--- config.mk ---
export PLATFORM = sky130hd
export DESIGN_NAME = mem_port_arbiter
export DESIGN_NICKNAME = d
export VERILOG_FILES = /design/src/rtl/mem_port_arbiter.sv
export SDC_FILE = /design/constraint.sdc
export NUM_CORES = 1
export LEC_CHECK = 0
export BUFFER_PORTS_ARGS = -buffer_cell sky130_fd_sc_hd__buf_2
export CORE_ASPECT_RATIO = 1.2
export CORE_MARGIN = 2
export CORE_UTILIZATION = 51
export DETAILED_ROUTE_END_ITERATION = 16
export PLACE_DENSITY = 0.86
export SLEW_MARGIN = 20
export SYNTH_ARGS = -nofsm -noshare
export SYNTH_HDL_FRONTEND = slang
export SYNTH_SLANG_ARGS = --single-unit
--- constraint.sdc ---
create_clock -name clk -period 12.7 [get_ports clk]
set_input_delay 1.905 -clock clk [delete_from_list [all_inputs] [get_ports clk]]
set_output_delay 1.905 -clock clk [all_outputs]
set_load 0.1 [all_outputs]
--- src/rtl/mem_port_arbiter.sv ---
// Shares one single-ported, fixed-latency memory between instruction fetch and the
// data port: one access in flight, data-first arbitration with a fetch starvation guard.
module mem_port_arbiter #(
    parameter int unsigned MEM_LAT      = 1,
    parameter int unsigned STARVE_LIMIT = 4
) (
    input  logic        clk,
    input  logic        reset,
    input  logic        if_req,
    input  logic [31:0] if_addr,
    input  logic        if_flush,
    output logic        if_ack,
    output logic [31:0] if_rdata,
    input  logic        d_req,
    input  logic        d_we,
    input  logic [31:0] d_addr,
    input  logic [31:0] d_wdata,
    output logic        d_ack,
    output logic [31:0] d_rdata,
    output logic        mem_en,
    output logic        mem_we,
    output logic [31:0] mem_addr,
    output logic [31:0] mem_wdata,
    input  logic [31:0] mem_rdata
);

    localparam int unsigned CNT_W     = $clog2(MEM_LAT + 1);
    localparam int unsigned STV_W     = $clog2(STARVE_LIMIT + 1);
    localparam logic [31:0] ADDR_MASK = 32'hFFFF_FFFC;

    typedef enum logic [1:0] {
        S_IDLE,
        S_ACCESS,
        S_WAIT,
        S_RESP
    } state_t;

    state_t             r_state;
    logic               r_own_if;
    logic               r_we;
    logic               r_kill;
    logic [CNT_W-1:0]   r_cnt;
    logic [STV_W-1:0]   r_starve;

    logic               w_any_req;
    logic               w_starved;
    logic               w_grant_if;
    logic               w_flush_hit;
    logic               w_last_wait;

    assign w_any_req   = if_req | d_req;
    assign w_starved   = (r_starve == STV_W'(STARVE_LIMIT));
    assign w_grant_if  = if_req & (~d_req | w_starved);
    assign w_flush_hit = if_flush & r_own_if;
    assign w_last_wait = (r_cnt == CNT_W'(1));

    always_ff @(posedge clk or posedge reset) begin
        if (reset) begin
            r_state   <= S_IDLE;
            r_own_if  <= 1'b0;
            r_we      <= 1'b0;
            r_kill    <= 1'b0;
            r_cnt     <= '0;
            r_starve  <= '0;
            if_ack    <= 1'b0;
            if_rdata  <= '0;
            d_ack     <= 1'b0;
            d_rdata   <= '0;
            mem_en    <= 1'b0;
            mem_we    <= 1'b0;
            mem_addr  <= '0;
            mem_wdata <= '0;
        end else begin
            case (r_state)
                S_IDLE: begin
                    if (w_any_req) begin
                        r_state   <= S_ACCESS;
                        r_own_if  <= w_grant_if;
                        r_we      <= ~w_grant_if & d_we;
                        r_kill    <= 1'b0;
                        mem_en    <= 1'b1;
                        mem_we    <= ~w_grant_if & d_we;
                        mem_addr  <= (w_grant_if ? if_addr : d_addr) & ADDR_MASK;
                        mem_wdata <= w_grant_if ? 32'h0 : d_wdata;
                        // Count only data grants that actually made fetch wait
                        if (w_grant_if) begin
                            r_starve <= '0;
                        end else if (if_req) begin
                            if (!w_starved) begin
                                r_starve <= r_starve + STV_W'(1);
                            end
                        end else begin
                            r_starve <= '0;
                        end
                    end
                end
                S_ACCESS: begin
                    mem_en  <= 1'b0;
                    mem_we  <= 1'b0;
                    r_cnt   <= CNT_W'(MEM_LAT);
                    r_state <= S_WAIT;
                    if (w_flush_hit) begin
                        r_kill <= 1'b1;
                    end
                end
                S_WAIT: begin
                    if (w_flush_hit) begin
                        r_kill <= 1'b1;
                    end
                    if (w_last_wait) begin
                        r_state <= S_RESP;
                        // A flush arriving in this very cycle must also cancel the fetch
                        if (r_own_if) begin
                            if (!(r_kill | if_flush)) begin
                                if_rdata <= mem_rdata;
                                if_ack   <= 1'b1;
                            end
                        end else begin
                            if (!r_we) begin
                                d_rdata <= mem_rdata;
                            end
                            d_ack <= 1'b1;
                        end
                    end else begin
                        r_cnt <= r_cnt - CNT_W'(1);
                    end
                end
                S_RESP: begin
                    if_ack  <= 1'b0;
                    d_ack   <= 1'b0;
                    r_kill  <= 1'b0;
                    r_state <= S_IDLE;
                end
                default: begin
                    r_state <= S_IDLE;
                end
            endcase
        end
    end

endmodule

==> results of run 1 <==
[registers in the layout, summed over array words and instances, names as in the netlist, 2 cells and up]
register and count:
if_rdata 32, mem_addr 30, r_state 2, r_starve 3, mem_wdata 32, d_rdata 32
[cells by family after synthesis]
kind of cell,after synthesis,share of synthesized area
simple gates,169,0.128
flops,139,0.596
buf+inv,50,0.0416
compound gates,85,0.0936
fa+ha+maj,7,0.0150
other cells,1,0.000642
mux,65,0.125
[final timing paths]
check,start,to,slack (ps),cells after the start
worst max-delay path,d_req,mem_wdata[4],8920,4
worst min-delay path,mem_wdata[31],mem_wdata[31],470,2
worst max register to register,r_starve[0],mem_wdata[4],9990,5
worst min register to register,mem_wdata[31],mem_wdata[31],470,2
max in group asynchronous,reset,d_rdata[22],9800,3
min in group asynchronous,reset,mem_wdata[6],1560,2
[per-layer routing]
metal | part of all wire | up-vias | track usage
met5 | 0 | - | 0
met2 | 0.51 | 260 | 0.413
met1 | 0.38 | 2344 | 0.281
met3 | 0.092 | 32 | 0.0749
met4 | 0.024 | 0 | 0.106
li1 | - | 2281 | -
[synthesized netlist by cell type, drive strengths merged (2+ instances only)]
cell type,instances,area share
nor2,2,0.0013
o211ai,31,0.040
inv,10,0.0064
nand2,130,0.084
nand4,31,0.033
dfrtp,139,0.60
clkbuf,21,0.014
a21bo,2,0.0034
a31oi,2,0.0021
o22ai,2,0.0021
buf,19,0.021
o21ai,39,0.033
ha,7,0.015
nor3b,2,0.0026
mux2,65,0.13
[per-stage QoR]
stage,std cells,hold slack (ps)
global placement,895,458
CTS,927,478
detailed placement,895,465
floorplan,517,470
global route,927,497
finish,927,473
[tightest hold or removal path, cell delays in order (launching register included)]
cell	delay (ps)
dfrtp_1	340
nand2_1	40
o21ai_0	60
[layout make-up]
type	instances	share of cell area
Clock buffer	20	0.0586
Sequential cell	139	0.446
Inverter	10	0.00546
Tap cell	154	0.0247
Timing Repair Buffer	264	0.171
Clock inverter	12	0.0178
Multi-Input combinational cell	328	0.276
==> results_dict.tcl, run 1 <==
set metrics [dict create \
    htree_levels 4 \
    cap_viol_max_count 0 \
    tritoncts "built" \
    slew_headroom 0.279 \
    fill_cells 801 \
    postRouteAntennaNets 0 \
    critPathBufInv 1 \
    start_kind "input port" \
    path_max_fanout 63 \
    syn_area_per_cell_um2 11.3 \
    synth.distinct_cells 36 \
    die_height_um 121 \
    slowest_delay_ps 990 \
    multi_input_area_um2 2150 \
    path_clk_slew_ps 60 \
    finalInstanceArea_um2 7790 \
    crit_required_ps 12920 \
    grt_pass1_wl_mm 23.5 \
    synth-seq-cells 139 \
    totalWireLength_mm 15.0 \
    die_width_um 102 \
    num_vias 4917 \
    status "finished clean" \
    synth-edff-count 0 \
    core_um2 11100 \
    fmax_mhz 265 \
    place_area_um2 7190 \
    clock_skew_ps 8.92 \
    tightestPinTransition_ps 1080 \
    drive_gt1_frac 0.471 \
    critical_path_class "in2reg" \
    end_kind "flip-flop" \
    setup_viol_count_final 0 \
    hold_buffers 0 \
    first_global_vias 4962 \
    rsz0062_at_grt "no" \
    grt_max_degree 75 \
    grt_usage 0.243 \
    ff_latch_area_um2 3480 \
    arrival_ps 4000 \
    utilization 0.703 \
    wl_per_cell_um 16.1 \
    syn_to_final_growth_pct 33.4 \
    ys_async_sr_fraction 1.00 \
    clock_sinks 139 \
    final.setup.tns_ps 0 \
    clk_latency_ps 410 \
    dp_hpwl_mm 10.6 \
    clock_path_buffers 2 \
    gr-total-overflow 0 \
    final_common_cell "buf_2" \
    numCtsBuffers 17 \
    yosysWarningCount 0 \
    worstPathCellList "buf_2 -> a21bo_2 -> and2_2 -> o21ai_0" \
    hp-class "reg2reg" \
    drtIter0Drc 282 \
    port_buffers 259 \
    yosysSeqAreaShare 0.596 \
    dr.pass1.iters 7 \
    ys.flop_type "dfrtp_1" \
    antenna_found_initial 1 \
    postCtsResizedCells 0 \
    dp_slack_ps 8520 \
    finalHoldViolCount 0 \
    cts-root-buf "clkbuf_16" \
    start_util 0.527 \
    cpLargestDelayFamily "simple AND/OR/NAND/NOR gates" \
    synth_cells 516 \
    dieArea_um2 12300 \
    slowest_stage "and2_2" \
    num_antenna_cells 0 \
    drc 0 \
    syn-cell-area_um2 5840 \
    viasPerCell 5.30 \
    postCtsSetupBuffers 0 \
    io_pins 266 \
    finalWeightedCongestion 0.809 \
    fin_nets 901 \
    timing.final.ws_setup_ps 8920 \
    num_rows 42 \
    finalMaxSlewViolations 0 \
    min_period_ps 3780 \
    layout.cells.most_common_list "buf_2 (259), dfrtp_1 (139), nand2_1 (130)" \
    finalCritPeriodShare 0.297 \
]
Power of run 1 is left out: the tool's default activity adds up to more than one toggle a clock period on the data nets, which glitch-free logic cannot reach.
==> run 2, diff against run 1 <==
--- a/config.mk
+++ b/config.mk
@@ -8,9 +8,9 @@
 export BUFFER_PORTS_ARGS = -buffer_cell sky130_fd_sc_hd__buf_2
 export CORE_ASPECT_RATIO = 1.2
 export CORE_MARGIN = 2
-export CORE_UTILIZATION = 51
+export CORE_UTILIZATION = 42
 export DETAILED_ROUTE_END_ITERATION = 16
-export PLACE_DENSITY = 0.86
+export PLACE_DENSITY = 0.76
 export SLEW_MARGIN = 20
 export SYNTH_ARGS = -nofsm -noshare
 export SYNTH_HDL_FRONTEND = slang
==> constraint.sdc (replaced) <==
create_clock -name clk -period 3.1 [get_ports clk]
set_input_delay 0.465 -clock clk [delete_from_list [all_inputs] [get_ports clk]]
set_output_delay 0.465 -clock clk [all_outputs]
set_load 0.1 [all_outputs]
==> run 2 against run 1 <==
Against the previous run:
- first-iteration DRC count is 7.4% higher
- register-to-register slack worse by 9200 ps
- final area is 1.0% higher
- utilization down 13 points
- critical path depth increased by 2
- sequential share of layout area shrank 0.46 points
- clock skew increased by 3.1 ps
- count of clock-buffer cells in the layout fell by 2
- worst hold slack worse by 310 ps
- die area is 21% higher
- wire length is 4.3% lower
- highest routed layer unchanged
==> results_dict.tcl, run 2 (synthesis gave the netlist of run 1 again) <==
set metrics [dict create \
    start_util 0.426 \
    tightestPinTransition_ps 760 \
    worstPathCellList "inv_1 -> ha_1 -> o21a_2 -> buf_4 -> nand2_1 -> o21ai_0" \
    postCtsResizedCells 0 \
    clock_sinks 139 \
    drc 0 \
    gr-total-overflow 0 \
    core_um2 13700 \
    clock_skew_ps 12.0 \
    path_max_fanout 64 \
    slew_headroom 0.494 \
    hp-class "in2async" \
    start_kind "flip-flop" \
    fill_cells 1185 \
    final.setup.tns_ps 0 \
    drtIter0Drc 303 \
    dieArea_um2 14900 \
    port_buffers 259 \
    die_height_um 133 \
    setup_viol_count_final 0 \
    fin_nets 908 \
    viasPerCell 5.11 \
    antenna_found_initial 0 \
    grt_max_degree 81 \
    cap_viol_max_count 0 \
    wl_per_cell_um 15.1 \
    rsz0062_at_grt "no" \
    layout.cells.most_common_list "buf_2 (259), dfrtp_1 (139), nand2_1 (130)" \
    clk_latency_ps 410 \
    grt_usage 0.195 \
    drive_gt1_frac 0.477 \
    min_period_ps 2330 \
    crit_required_ps 3420 \
    end_kind "flip-flop" \
    critical_path_class "reg2reg" \
    status "finished clean" \
    clock_path_buffers 2 \
    first_global_vias 4795 \
    cts-root-buf "clkbuf_16" \
    finalHoldViolCount 0 \
    num_rows 47 \
    arrival_ps 2650 \
    io_pins 266 \
    hold_buffers 0 \
    final_common_cell "buf_2" \
    dp_hpwl_mm 10.0 \
    syn_to_final_growth_pct 34.8 \
    numCtsBuffers 17 \
    slowest_stage "ha_1" \
    num_vias 4860 \
    finalCritPeriodShare 0.750 \
    multi_input_area_um2 2140 \
    ff_latch_area_um2 3480 \
    htree_levels 4 \
    postRouteAntennaNets 0 \
    largestRegisters "d_rdata (32), if_rdata (32), mem_wdata (32)" \
    fmax_mhz 430 \
    slowest_delay_ps 610 \
    totalWireLength_mm 14.3 \
    tritoncts "built" \
    num_antenna_cells 0 \
    postCtsSetupBuffers 0 \
    dr.pass1.iters 4 \
    grt_pass1_wl_mm 23.5 \
    finalWeightedCongestion 0.795 \
    die_width_um 112 \
    finalMaxSlewViolations 0 \
    path_clk_slew_ps 60 \
]
## run 2: cell types whose count changed in the layout (fill, tap and decap cells not counted), sizes merged
cell      before  now
buf          264  271
bufinv         2    1
clkbuf        20   18
clkinv         3    1
clkinvlp       4    5
inv           13   17
## run 2: through the flow
stage	cell area, µm²	util	instances	hold WS [ps]	setup slack (ps)
2_1_floorplan	5850	-	517	470	900
3_3_place_gp	7290	0.532	919	457	802
3_5_place_dp	7290	0.532	919	465	757
4_1_cts	7870	0.575	951	178	760
5_1_grt	7870	0.575	951	201	581
6_report	7870	0.575	951	164	774
## run 2: metal layers
metal / wire length, µm / vias up / part of all wire / GRT usage
met5: 0 / - / 0 / 0
met4: 318 / 0 / 0.022 / 0.0782
met3: 995 / 26 / 0.069 / 0.0482
met2: 7110 / 210 / 0.50 / 0.321
met1: 5910 / 2323 / 0.41 / 0.247
li1: - / 2301 / - / -
## run 2: worst max-delay path, delay by kind of cell, from the launching register on
family / cells / cell delay [ps]
DFF: 1 / 410
and+or+nand+nor: 1 / 100
buffers and inverters: 2 / 650
AOI/OAI and AO/OA: 2 / 420
adders and majority gates: 1 / 610
## run 2: final timing paths
path | startpoint | to | slack (ps) | depth (start not counted)
max | r_state[0] | mem_wdata[9] | 770 | 6
min | reset | if_rdata[14] | 160 | 3
max reg2reg | r_state[0] | mem_wdata[9] | 770 | 6
min reg2reg | mem_wdata[3] | mem_wdata[3] | 470 | 2
max in group asynchronous | reset | mem_wdata[28] | 2250 | 3
min in group clk | mem_rdata[3] | if_rdata[3] | 280 | 2
## run 2: final cells by class
class                   count  share of cell area
inverters                  10             0.00524
flip-flops and latches    139               0.442
well taps                 171              0.0272
clock inverters            14              0.0186
clock buffers              18              0.0558
multi-input cells         328               0.272
repair buffers            271               0.179
Power of run 2 is left out for the same reason.
